<file path="config.mk">
export PLATFORM = sky130hd
export DESIGN_NAME = frogger_hazard_engine
export DESIGN_NICKNAME = d
export VERILOG_FILES = /design/src/rtl/frogger_hazard_engine_pkg.sv /design/src/rtl/frogger_hazard_engine_wrap_overlap.sv /design/src/rtl/frogger_hazard_engine.sv
export SDC_FILE = /design/constraint.sdc
export NUM_CORES = 1
export LEC_CHECK = 0
export BUFFER_PORTS_ARGS = -buffer_cell sky130_fd_sc_hd__buf_2
export CAP_MARGIN = 20
export CORE_MARGIN = 5
export CORE_UTILIZATION = 44
export CTS_BUF_LIST = sky130_fd_sc_hd__clkbuf_8
export DETAILED_ROUTE_END_ITERATION = 7
export PLACE_DENSITY = 0.65
export SKIP_CTS_REPAIR_TIMING = 1
export SLEW_MARGIN = 10
export SYNTH_ARGS = -nofsm -noshare
export SYNTH_HDL_FRONTEND = slang
export SYNTH_SLANG_ARGS = --single-unit
</file>
<file path="constraint.sdc">
create_clock -name i_Clk -period 3.93 [get_ports i_Clk]
set_input_delay 0.5895 -clock i_Clk [delete_from_list [all_inputs] [get_ports i_Clk]]
set_output_delay 0.5895 -clock i_Clk [all_outputs]
set_load 0.01 [all_outputs]
</file>
<file path="src/rtl/frogger_hazard_engine_pkg.sv">
// frogger_hazard_engine_pkg: shared playfield constants, FSM states and sizing helper
package frogger_hazard_engine_pkg;
  localparam int GAME_WIDTH  = 14;
  localparam int COORD_W     = 6;
  localparam int NUM_CARS    = 5;
  localparam int NUM_LOGS    = 3;
  localparam int CAR_LEN     = 2;
  localparam int LOG_LEN     = 3;
  localparam int WATER_Y_MIN = 1;
  localparam int WATER_Y_MAX = 5;
  localparam int COOLDOWN    = 60;
  typedef enum logic [1:0] {IDLE, SCAN_CARS, SCAN_LOGS, RESOLVE} state_t;
  function automatic int clog2_min1(input int n);
    return n > 1 ? $clog2(n) : 1;
  endfunction
endpackage

</file>
<file path="src/rtl/frogger_hazard_engine_wrap_overlap.sv">
// frogger_wrap_overlap: combinational test of frog (i_xf,i_yf) against an obstacle at (i_xo,i_yo) of length i_len with horizontal wrap; o_hit=1 on overlap
module frogger_wrap_overlap
  import frogger_hazard_engine_pkg::*;
#(
  parameter int c_GAME_WIDTH = GAME_WIDTH,
  parameter int c_COORD_W    = COORD_W
) (
  input  logic [c_COORD_W-1:0] i_xf,
  input  logic [c_COORD_W-1:0] i_yf,
  input  logic [c_COORD_W-1:0] i_xo,
  input  logic [c_COORD_W-1:0] i_yo,
  input  logic [c_COORD_W:0]   i_len,
  output logic                 o_hit
);
  localparam logic [c_COORD_W:0] W = (c_COORD_W+1)'(c_GAME_WIDTH);
  logic [c_COORD_W:0] xf, xo, yf, yo, d;
  logic on_screen;
  always_comb begin
    xf = {1'b0, i_xf};
    xo = {1'b0, i_xo};
    yf = {1'b0, i_yf};
    yo = {1'b0, i_yo};
    d = xf >= xo ? xf - xo : W - (xo - xf);
    on_screen = xf < W && xo < W && yf < W && yo < W;
    o_hit = on_screen && yf == yo && d < i_len;
  end
endmodule

</file>
<file path="src/rtl/frogger_hazard_engine.sv">
// frogger_hazard_engine: per-frame sequential scan of cars/logs against the frog; reports collision, drowning, log ride, respawn pulse, cooldown and dropped ticks
module frogger_hazard_engine
  import frogger_hazard_engine_pkg::*;
#(
  parameter int c_GAME_WIDTH  = GAME_WIDTH,
  parameter int c_COORD_W     = COORD_W,
  parameter int c_NUM_CARS    = NUM_CARS,
  parameter int c_NUM_LOGS    = NUM_LOGS,
  parameter int c_CAR_LEN     = CAR_LEN,
  parameter int c_LOG_LEN     = LOG_LEN,
  parameter int c_WATER_Y_MIN = WATER_Y_MIN,
  parameter int c_WATER_Y_MAX = WATER_Y_MAX,
  parameter int c_COOLDOWN    = COOLDOWN,
  localparam int LIW = clog2_min1(c_NUM_LOGS)
) (
  input  logic                             i_Clk,
  input  logic                             i_Reset,
  input  logic                             i_Frame_Tick,
  input  logic [c_COORD_W-1:0]             i_Frogger_X,
  input  logic [c_COORD_W-1:0]             i_Frogger_Y,
  input  logic [c_NUM_CARS*c_COORD_W-1:0]  i_Car_X,
  input  logic [c_NUM_CARS*c_COORD_W-1:0]  i_Car_Y,
  input  logic [c_NUM_LOGS*c_COORD_W-1:0]  i_Log_X,
  input  logic [c_NUM_LOGS*c_COORD_W-1:0]  i_Log_Y,
  output logic                             o_Busy,
  output logic                             o_Done,
  output logic                             o_Collided,
  output logic                             o_Drowned,
  output logic                             o_On_Log,
  output logic [LIW-1:0]                   o_Log_Idx,
  output logic                             o_Respawn,
  output logic                             o_Invulnerable,
  output logic                             o_Tick_Dropped
);
  localparam int IW  = clog2_min1(c_NUM_CARS > c_NUM_LOGS ? c_NUM_CARS : c_NUM_LOGS);
  localparam int CDW = clog2_min1(c_COOLDOWN + 1);
  state_t state_q, state_d;
  logic [IW-1:0] idx_q, idx_d;
  logic [c_COORD_W-1:0] fx_q, fx_d, fy_q, fy_d;
  logic [c_NUM_CARS*c_COORD_W-1:0] cx_q, cx_d, cy_q, cy_d;
  logic [c_NUM_LOGS*c_COORD_W-1:0] lx_q, lx_d, ly_q, ly_d;
  logic inv_q, inv_d, car_hit_q, car_hit_d, log_hit_q, log_hit_d;
  logic [LIW-1:0] log_idx_q, log_idx_d, out_idx_q, out_idx_d;
  logic [CDW-1:0] cd_q, cd_d;
  logic done_q, done_d, col_q, col_d, drn_q, drn_d, on_q, on_d, resp_q, resp_d;
  logic [c_COORD_W-1:0] ob_x, ob_y;
  logic [c_COORD_W:0] ob_len;
  logic hit, car_last, log_last, water, drown, death;
  // one overlap unit shared by both phases; the obstacle and its length follow the scan phase
  always_comb begin
    ob_x = state_q == SCAN_CARS ? cx_q[int'(idx_q)*c_COORD_W +: c_COORD_W] : lx_q[int'(idx_q)*c_COORD_W +: c_COORD_W];
    ob_y = state_q == SCAN_CARS ? cy_q[int'(idx_q)*c_COORD_W +: c_COORD_W] : ly_q[int'(idx_q)*c_COORD_W +: c_COORD_W];
    ob_len = state_q == SCAN_CARS ? (c_COORD_W+1)'(c_CAR_LEN) : (c_COORD_W+1)'(c_LOG_LEN);
  end
  frogger_wrap_overlap #(.c_GAME_WIDTH(c_GAME_WIDTH), .c_COORD_W(c_COORD_W)) u_overlap (
    .i_xf(fx_q), .i_yf(fy_q), .i_xo(ob_x), .i_yo(ob_y), .i_len(ob_len), .o_hit(hit)
  );
  assign o_Busy         = state_q != IDLE;
  assign o_Tick_Dropped = i_Frame_Tick && o_Busy;
  assign o_Done         = done_q;
  assign o_Collided     = col_q;
  assign o_Drowned      = drn_q;
  assign o_On_Log       = on_q;
  assign o_Log_Idx      = out_idx_q;
  assign o_Respawn      = resp_q;
  assign o_Invulnerable = cd_q != '0;
  always_comb begin
    state_d = state_q;
    idx_d = idx_q;
    fx_d = fx_q;
    fy_d = fy_q;
    cx_d = cx_q;
    cy_d = cy_q;
    lx_d = lx_q;
    ly_d = ly_q;
    inv_d = inv_q;
    car_hit_d = car_hit_q;
    log_hit_d = log_hit_q;
    log_idx_d = log_idx_q;
    out_idx_d = out_idx_q;
    col_d = col_q;
    drn_d = drn_q;
    on_d = on_q;
    done_d = 1'b0;
    resp_d = 1'b0;
    car_last = idx_q == IW'(c_NUM_CARS - 1);
    log_last = idx_q == IW'(c_NUM_LOGS - 1);
    water = fy_q >= c_COORD_W'(c_WATER_Y_MIN) && fy_q <= c_COORD_W'(c_WATER_Y_MAX);
    drown = water && !log_hit_q && !car_hit_q;
    death = !inv_q && (car_hit_q || drown);
    // every tick ages the cooldown, whether or not it starts a scan
    cd_d = i_Frame_Tick && cd_q != '0 ? cd_q - 1'b1 : cd_q;
    case (state_q)
      IDLE: if (i_Frame_Tick) begin
        state_d = SCAN_CARS;
        idx_d = '0;
        fx_d = i_Frogger_X;
        fy_d = i_Frogger_Y;
        cx_d = i_Car_X;
        cy_d = i_Car_Y;
        lx_d = i_Log_X;
        ly_d = i_Log_Y;
        inv_d = cd_q != '0;
        car_hit_d = 1'b0;
        log_hit_d = 1'b0;
        log_idx_d = '0;
      end
      SCAN_CARS: begin
        car_hit_d = car_hit_q || hit;
        idx_d = car_last ? '0 : idx_q + 1'b1;
        state_d = car_last ? SCAN_LOGS : SCAN_CARS;
      end
      SCAN_LOGS: begin
        log_hit_d = log_hit_q || hit;
        log_idx_d = hit && !log_hit_q ? LIW'(idx_q) : log_idx_q;
        idx_d = log_last ? '0 : idx_q + 1'b1;
        state_d = log_last ? RESOLVE : SCAN_LOGS;
      end
      default: begin
        state_d = IDLE;
        done_d = 1'b1;
        col_d = !inv_q && car_hit_q;
        drn_d = !inv_q && drown;
        on_d = log_hit_q;
        out_idx_d = log_idx_q;
        resp_d = death;
        cd_d = death ? CDW'(c_COOLDOWN) : cd_d;
      end
    endcase
  end
  always_ff @(posedge i_Clk) begin
    if (i_Reset) begin
      state_q <= IDLE;
      idx_q <= '0;
      fx_q <= '0;
      fy_q <= '0;
      cx_q <= '0;
      cy_q <= '0;
      lx_q <= '0;
      ly_q <= '0;
      inv_q <= 1'b0;
      car_hit_q <= 1'b0;
      log_hit_q <= 1'b0;
      log_idx_q <= '0;
      out_idx_q <= '0;
      cd_q <= '0;
      done_q <= 1'b0;
      col_q <= 1'b0;
      drn_q <= 1'b0;
      on_q <= 1'b0;
      resp_q <= 1'b0;
    end else begin
      state_q <= state_d;
      idx_q <= idx_d;
      fx_q <= fx_d;
      fy_q <= fy_d;
      cx_q <= cx_d;
      cy_q <= cy_d;
      lx_q <= lx_d;
      ly_q <= ly_d;
      inv_q <= inv_d;
      car_hit_q <= car_hit_d;
      log_hit_q <= log_hit_d;
      log_idx_q <= log_idx_d;
      out_idx_q <= out_idx_d;
      cd_q <= cd_d;
      done_q <= done_d;
      col_q <= col_d;
      drn_q <= drn_d;
      on_q <= on_d;
      resp_q <= resp_d;
    end
  end
endmodule

</file>
* Word-level counts from Yosys, hierarchy flattened
Cells that the tools add are included.
** Storage, ports and cells
- Input port bits :: 111
- Register bits :: 131
** Cells by class
- Multipliers :: 1
- Shift-type cells :: 4
- Magnitude comparators :: 8
- Reduce and logical (&&, ||, !) cells :: 33
- Equal/unequal tests :: 7
- Add/sub/neg operators :: 5
- Multiplexer cells :: 22
** Operator list (count)
- $shiftx A30 B32 Y6 :: 2
- $shiftx A18 B32 Y6 :: 1
- $mux W6 :: 5
- $lt A6 B4 Y1 const B :: 4
- $shiftx A18 B7 Y6 :: 1
- $logic_and A1 B1 Y1 :: 14
- $sub A6 B6 Y7 :: 2
- $mux W3 :: 3
- $pmux W3 S3 :: 1
- $mux W2 :: 4
- $reduce_and A2 Y1 :: 4
- $lt A7 B2 Y1 :: 1
- $mux W7 :: 1
- $sub A4 B7 Y7 const A :: 1
- $eq A6 B6 Y1 :: 1
- $ge A6 B1 Y1 const B :: 1
- $ge A6 B6 Y1 :: 1
- $le A6 B3 Y1 const B :: 1
- $pmux W2 S3 :: 1
- $reduce_bool A2 Y1 :: 3
- $reduce_bool A6 Y1 :: 1
- $sub A6 B1 Y6 const B :: 1
- $mul A3 B2 Y5 const B :: 1
- $mux W1 :: 4
- 15 further kinds :: 21

* Longest topological paths before layout
Gate-level depths: netlist of the first run.
- Depth after elaboration :: 12
- Mapped depth :: 21
- Gate-level depth less buffers :: 18

* Modules after synthesis
From an unflattened synthesis of the first run, not the netlist that was laid out.
** Second synthesis, totals
- Cells, all modules :: 807
- Area, all modules :: 6523.8 µm²
** Modules (own cells, without submodules)
- frogger_hazard_engine :: area an instance 5689.2 µm², seq. area each 2622.5 µm², cells each 702, instances 1
- frogger_wrap_overlap :: area an instance 834.6 µm², seq. area each 0.0 µm², cells each 105, instances 1

* Least setup slack after synthesis of the first run
OpenSTA, ideal clock, no wires.
- Path type :: register -> register
- Start :: register state_q[1]
- End :: register log_hit_q
- Stages on the path, launching flop included :: 22
- Data arrival time :: 3.898 ns
- Slack :: -0.084 ns
- Data required time :: 3.814 ns
- Cells stage by stage :: dfxtp_1 -> inv_1 -> ha_1 -> buf_6 -> buf_2 -> buf_2 -> mux2i_1 -> o211ai_1 -> o21ai_0 -> o21ai_0 -> ha_1 -> inv_1 -> ha_1 -> fa_1 -> a21oi_1 -> a21oi_1 -> o21ai_0 -> o311a_1 -> a211oi_1 -> o31ai_1 -> nor3_1 -> o211a_1
** Between the ends
- Cells in the longest elaborated chain, start to end :: 10
** RTL lines
- start, declared :: RTL line frogger_hazard_engine.sv:37 : state_t state_q, state_d;
- start signal, assigned :: RTL line frogger_hazard_engine.sv:153 : state_q <= state_d;
- parallel branches: the longest is 10 deep, another holds $sub A6 B6 Y7
- end signal, assigned :: RTL line frogger_hazard_engine.sv:163 : log_hit_q <= log_hit_d;
- end, declared :: RTL line frogger_hazard_engine.sv:42 : logic inv_q, inv_d, car_hit_q, car_hit_d, log_hit_q, log_hit_d;
Several ways; the timed one is not identified.
A chain may end at the register's enable or synchronous reset.

* Final worst setup path of the first run
- Start :: register state_q[1]
- End :: register car_hit_q
** Between the ends
- Cells in the longest elaborated chain, start to end :: 10
** RTL lines
- parallel branches: the longest is 10 deep, another holds $sub A6 B6 Y7
- end signal, assigned :: RTL line frogger_hazard_engine.sv:162 : car_hit_q <= car_hit_d;
- end, declared :: RTL line frogger_hazard_engine.sv:42
Several ways; the timed one is not identified.

==> flow_metrics.tcl, run 1 <==
set metrics [dict create \
    synth-edff-count 0 \
    fin_crit_ps 3769 \
    vdd_drop_max_uv 260.0 \
    p_int_mw 2.346 \
    cts_buffers 17 \
    fp.dieW_um 130.3 \
    htreeDepth 4 \
    postSynth.asyncResetShare 0 \
    clockRootBuffer "clkbuf_8" \
    ant_nets 0 \
    synth_seq_cells 131 \
    cellLeakagePower_nw 3.120 \
    crit_type "reg -> reg" \
    clock_sinks 131 \
    wire_per_inst_um 15.21 \
    grt_pass1_vias 5381 \
    initial_core_util 0.4435 \
    firstDrtPassIters 4 \
    end_kind "flop" \
    cp_max_fo 7 \
    drive_gt1_frac 0.2311 \
    syn_area_um2 6372 \
    synth_area_per_cell_um2 7.906 \
    insertion_delay_ps 450 \
    sw_frac_of_total 0.3007 \
    crit_family "compound AO/OA/AOI/OAI gates" \
    p_sw_mw 1.009 \
    power_frac_clock 0.345 \
    holdCritStartpoint "i_Log_Y[14]" \
    synth_ff_type "dfxtp_1" \
    drt_iter0_markers 284 \
    finalSetupViolCount 0 \
    fin_nets 1052 \
    grt_usage 0.2011 \
    slew_headroom 0.3832 \
    antenna_found_initial 0 \
    final_hold_viol_count 0 \
    worstSetupEndpoint "car_hit_q" \
    path_depth 17 \
    yosysSeqAreaShare 0.4115 \
    crit_top_cell "ha_4" \
    wirelength_um 16880 \
    design.core.area_um2 14370 \
    r2r_slack_ps 160 \
    fin_ws_ps 161.1 \
    slowest_delay_ps 350 \
    pwr-share-seq 0.446 \
    period_share 0.9590 \
    critical_path_arrival_ps 4140 \
    holdCritPathClass "in -> reg" \
    syn2layout_area_growth_pct 21.19 \
    die_h_um 130.3 \
    cp_slowest_cell "dfxtp_1" \
    clockBufferDepth 2 \
    viasPerCell 5.187 \
    grt_pass1_wl_um 26810 \
    rr_startpoint "state_q[1]" \
    cts_tree "built" \
    post-place-ws_ps 1.865 \
    critPathBufInv 3 \
    final_common_cell "nand2_1" \
    clk_pin_slew_ps 80 \
    worstPathCellList "inv_2 -> ha_4 -> buf_8 -> mux2i_2 -> a221oi_2 -> a22o_1 -> ha_1 -> inv_1 -> ha_4 -> a21oi_4 -> and2_1 -> xnor2_1 -> a211o_1 -> a211oi_2 -> o31ai_4 -> or3_4 -> a21oi_2" \
    ioPinCount 121 \
    ys_types 59 \
    startpoint_type "flop" \
    port_buffers 120 \
    hpwl_um 12100 \
    overflow 0 \
    power_density_nw_per_um2 434.4 \
    cap_viol_max_count 0 \
    yosys_warnings 0 \
    worstPathRequired_ps 4300 \
    grt_max_degree 93 \
    r2r_end "car_hit_q" \
    dieArea_um2 16990 \
    status "finished clean" \
    fillers 1459 \
    clock_skew_ps 9.286 \
    reg2reg_depth 17 \
    num_vias 5758 \
    final_cell_mix "nand2_1 (238), a21oi_1 (130), dfxtp_1 (129)" \
    multiInputGateArea_um2 3520 \
    maxSlewViolCount 0 \
    syn_inst 806 \
    gp_congestion 0.9054 \
    rows 44 \
    antenna_cells 0 \
    seq_area_um2 2625 \
    startpoint "state_q[1]" \
    p_comb_frac 0.209 \
    worst_slew_pin_slew_ps 925.2 \
    fmax_mhz 265.3 \
    synth_fp_nets 944 \
    drc 0 \
    setup_tns_ps 0 \
]
[per-layer routing]
layer / track usage / share of wire / vias up
met5: 0 / 0 / -
met4: 0.05747 / 0.013 / 0
met3: 0.05158 / 0.050 / 19
met2: 0.3063 / 0.45 / 117
met1: 0.2829 / 0.49 / 2662
li1: - / - / 2960
[state kept, by name (all words and copies together) (netlist names), 3 cells and up]
signal and flops:
cd_q 6, cx_q 30, cy_q 30, fx_q 6
fy_q 6, idx_q 3, lx_q 18, ly_q 18
[power groups by stage]
| stage | Combinational (mW) | Sequential (mW) | Clock [mW] |
|---|---|---|---|
| after floorplan | 0.481 | 1.50 | 0 |
| after global placement | 0.648 | 1.53 | 0 |
| after detailed placement | 0.656 | 1.52 | 0 |
| after CTS | 0.658 | 1.49 | 1.18 |
| after global routing | 0.784 | 1.51 | 1.24 |
| final | 0.701 | 1.50 | 1.16 |
[worst min path at each step]
stage,end,cells past startpoint
detailed placement,lx_q[8],2
CTS,ly_q[14],3
global placement,cy_q[5],2
finish,ly_q[14],3
global route,lx_q[6],3
floorplan,lx_q[8],2
[synthesized netlist by cell type (4+ instances only)]
| cell | count | share of area |
|---|---|---|
| a211oi_1 | 6 | 0.0071 |
| a21oi_1 | 133 | 0.10 |
| a22oi_1 | 4 | 0.0047 |
| a31oi_1 | 4 | 0.0039 |
| and2_1 | 4 | 0.0039 |
| buf_2 | 7 | 0.0055 |
| clkbuf_1 | 42 | 0.025 |
| dfxtp_1 | 131 | 0.41 |
| ha_1 | 24 | 0.047 |
| inv_1 | 28 | 0.016 |
| mux2i_1 | 30 | 0.047 |
| mux4_2 | 5 | 0.018 |
| nand2_1 | 239 | 0.14 |
| nand3_1 | 14 | 0.011 |
| nor2_1 | 21 | 0.012 |
| nor2b_1 | 6 | 0.0059 |
| nor3_1 | 11 | 0.0086 |
| o211ai_1 | 8 | 0.0094 |
| o21ai_0 | 15 | 0.012 |
| or3_1 | 4 | 0.0039 |
| xnor2_1 | 7 | 0.0096 |
| xor2_1 | 4 | 0.0055 |
[worst register-to-register path, cell delays in order (launching register included)]
cell      delay, ps
dfxtp_1         350
inv_2            60
ha_4            200
buf_8           140
mux2i_2         150
a221oi_2        320
a22o_1          210
ha_1            270
inv_1           170
ha_4            260
a21oi_4         150
and2_1          180
xnor2_1          90
a211o_1         310
a211oi_2        230
o31ai_4         130
or3_4           350
a21oi_2         130
[metrics by stage]
step / area, um^2 / utilization / instances / total power, mW / hold slack, ps
final: 7722 / 0.5374 / 1110 / 3.354 / 369.5
after global routing: 7722 / 0.5374 / 1110 / 3.534 / 347.3
after CTS: 7567 / 0.5266 / 1107 / 3.334 / 352.4
after detailed placement: 7164 / 0.4986 / 1076 / 2.180 / 443.1
after global placement: 7164 / 0.4986 / 1076 / 2.173 / 441.6
after floorplan: 6382 / - / 806 / 1.982 / 431.5
[area by class of cell]
| class | count | share of cell area |
|---|---|---|
| inverter | 29 | 0.01410 |
| clock inverter | 11 | 0.01653 |
| timing repair buffer | 145 | 0.1082 |
| clock buffer | 20 | 0.03564 |
| tap | 184 | 0.02981 |
| multi-input combinational | 590 | 0.4558 |
| sequential | 131 | 0.3399 |
[kinds of logic (layout without fill, tap and decap cells)]
| kind of cell | after synthesis | after routing | share of synthesized area |
|---|---|---|---|
| compound gates | 197 | 197 | 0.1799 |
| xor+xnor | 11 | 11 | 0.01512 |
| simple gates | 318 | 318 | 0.2113 |
| flops | 131 | 131 | 0.4115 |
| fa+ha+maj | 27 | 27 | 0.05655 |
| mux | 37 | 37 | 0.07069 |
| buf+inv | 85 | 205 | 0.05497 |
Note: power is estimated with default switching activity, not from simulation.
==> inputs of run 2 (changes only) <==
Settings changed: GPL_TIMING_DRIVEN from default to 0.
==> run 2 against run 1 <==
Compared with the run above:
- the run now ends with negative setup slack left
- critical endpoint unchanged
- register-to-register slack got worse by 340 ps
- global-route usage rose by 2.4 points
- non-clock buffer count rose by 43
- combinational power rose by 7.3%
- largest power group unchanged
- utilization rose by 1.5 points
- worst hold slack got worse by 11 ps
- sequential power barely moved
- cell area rose by 2.8%
- clock skew rose by 3.3 ps
- clock-buffer cell count fell by 2
- worst setup slack got worse by 340 ps
- sequential share of layout area fell by 0.82 points
==> flow_metrics.tcl, run 2 (synthesis results as in run 1) <==
set metrics [dict create \
    gp_congestion 0.9068 \
    worst_slew_pin_slew_ps 832.1 \
    final_hold_viol_count 0 \
    ioPinCount 121 \
    rows 44 \
    vdd_drop_max_uv 284.5 \
    num_vias 6011 \
    cts_buffers 17 \
    hold_depth 3 \
    viasPerCell 5.209 \
    firstDrtPassIters 5 \
    critical_path_arrival_ps 4500 \
    maxSlewViolCount 0 \
    grt_use_met3 0.04380 \
    busiest_layer "met2" \
    r2r_slack_ps -180 \
    crit_family "compound AO/OA/AOI/OAI gates" \
    overflow 0 \
    antenna_cells 0 \
    status "complete, but fails checks" \
    cp_slowest_cell "or3_4" \
    fin_nets 1095 \
    slowest_delay_ps 410 \
    fillers 1459 \
    startpoint "state_q[1]" \
    fp.dieW_um 130.3 \
    whs_endpoint "cy_q[16]" \
    rsz0062_at_grt "yes" \
    fin_hold_ws_ps 358.8 \
    critPathBufInv 5 \
    port_buffers 119 \
    period_share 1.046 \
    reg2reg_depth 21 \
    top_regs "cx_q (30), cy_q (30)" \
    clock_skew_ps 12.56 \
    power.total_mw 3.480 \
    grt_pass1_vias 5766 \
    wirelength_um 19080 \
    cellLeakagePower_nw 3.195 \
    finalSetupViolCount 3 \
    clockBufferDepth 2 \
    power_density_nw_per_um2 438.5 \
    end_kind "flop" \
    drive_gt1_frac 0.2216 \
    dp_cells 1109 \
    initial_core_util 0.4435 \
    final_cells 1154 \
    grt_usage 0.2255 \
    insertion_delay_ps 460 \
    clk_pin_slew_ps 80 \
    design.core.area_um2 14370 \
    drt_iter0_markers 417 \
    antenna_found_initial 0 \
    drc 0 \
    startpoint_type "flop" \
    rr_startpoint "state_q[1]" \
    ant_nets 0 \
    crit_type "reg -> reg" \
    violations "negative setup slack" \
    worstPathCellList "inv_4 -> ha_4 -> buf_8 -> buf_12 -> buf_12 -> mux2i_1 -> o211ai_1 -> o21ai_1 -> o21ai_1 -> ha_2 -> inv_2 -> ha_4 -> fa_2 -> xor2_1 -> a31oi_1 -> o2111ai_1 -> a211o_1 -> a211oi_2 -> o31ai_4 -> or3_4 -> a21oi_2" \
    holdCritPathClass "in -> reg" \
    holdCritStartpoint "i_Car_Y[16]" \
    worstPathRequired_ps 4320 \
    fin_crit_ps 4110 \
    cp_max_fo 5 \
    r2r_end "car_hit_q" \
    slew_headroom 0.4453 \
    post-place-ws_ps -518.5 \
    htreeDepth 4 \
    clock_sinks 131 \
    met1_usage 0.2996 \
    fmax_mhz 243.3 \
    syn2layout_area_growth_pct 24.54 \
    dieArea_um2 16990 \
    cap_viol_max_count 0 \
    final_cell_mix "nand2_1 (239), a21oi_1 (130), dfxtp_1 (127)" \
    use_met2 0.3675 \
    wire_per_inst_um 16.54 \
    final_common_cell "nand2_1" \
    fin_ws_ps -179.9 \
    grt_max_degree 17 \
    clockRootBuffer "clkbuf_8" \
    grt_pass1_wl_um 29370 \
    hpwl_um 14220 \
    fin_util 0.5523 \
    cts_tree "built" \
    die_h_um 130.3 \
]
## run 2: worst max path at each step
stage,cells after the start,to,slack (ps)
finish,21,car_hit_q,-180
global route,18,car_hit_q,-320
detailed placement,20,car_hit_q,-520
floorplan,21,car_hit_q,20
global placement,21,car_hit_q,-480
CTS,21,car_hit_q,-550
## run 2: through the flow
step | cell area [um^2] | TNS (ps)
final | 7936 | -386.5
after detailed placement | 7208 | -1929
after floorplan | 6382 | 0
after global routing | 7936 | -923.0
after global placement | 7208 | -1797
after CTS | 7632 | -2037
## run 2: final cells by class
type,count,area (um^2),share of cell area
multi-input cells,590,3527,0.4444
clock buffers,18,247.7,0.03122
repair buffers,133,700.7,0.08829
well taps,184,230.2,0.02901
flip-flops and latches,131,2633,0.3317
plain buffers,55,310.3,0.03910
inverters,29,111.4,0.01403
clock inverters,14,176.4,0.02223
## run 2: metal layers
layer,vias to the layer above,share of wire,wire length [um]
met5,-,0,0
met2,175,0.47,9008
met3,32,0.055,1056
met4,0,0.020,377
li1,3037,-,-
met1,2767,0.45,8640
## run 2: worst reg2reg max path: cells and delay by family (launching register included)
kind | cells | cell delay, ps
DFF | 1 | 380
adders and majority gates | 4 | 930
AOI/OAI and AO/OA | 9 | 1570
and+or+nand+nor | 1 | 410
xor gates and xnor gates | 1 | 180
muxes | 1 | 100
buffers and inverters | 5 | 470
## run 2: power breakdown
group | total, mW | switching (mW) | internal [mW]
Combinational | 0.752 | 0.427 | 0.325
Clock | 1.23 | 0.579 | 0.652
Sequential | 1.50 | 0.0737 | 1.42
Total | 3.48 | 1.08 | 2.40
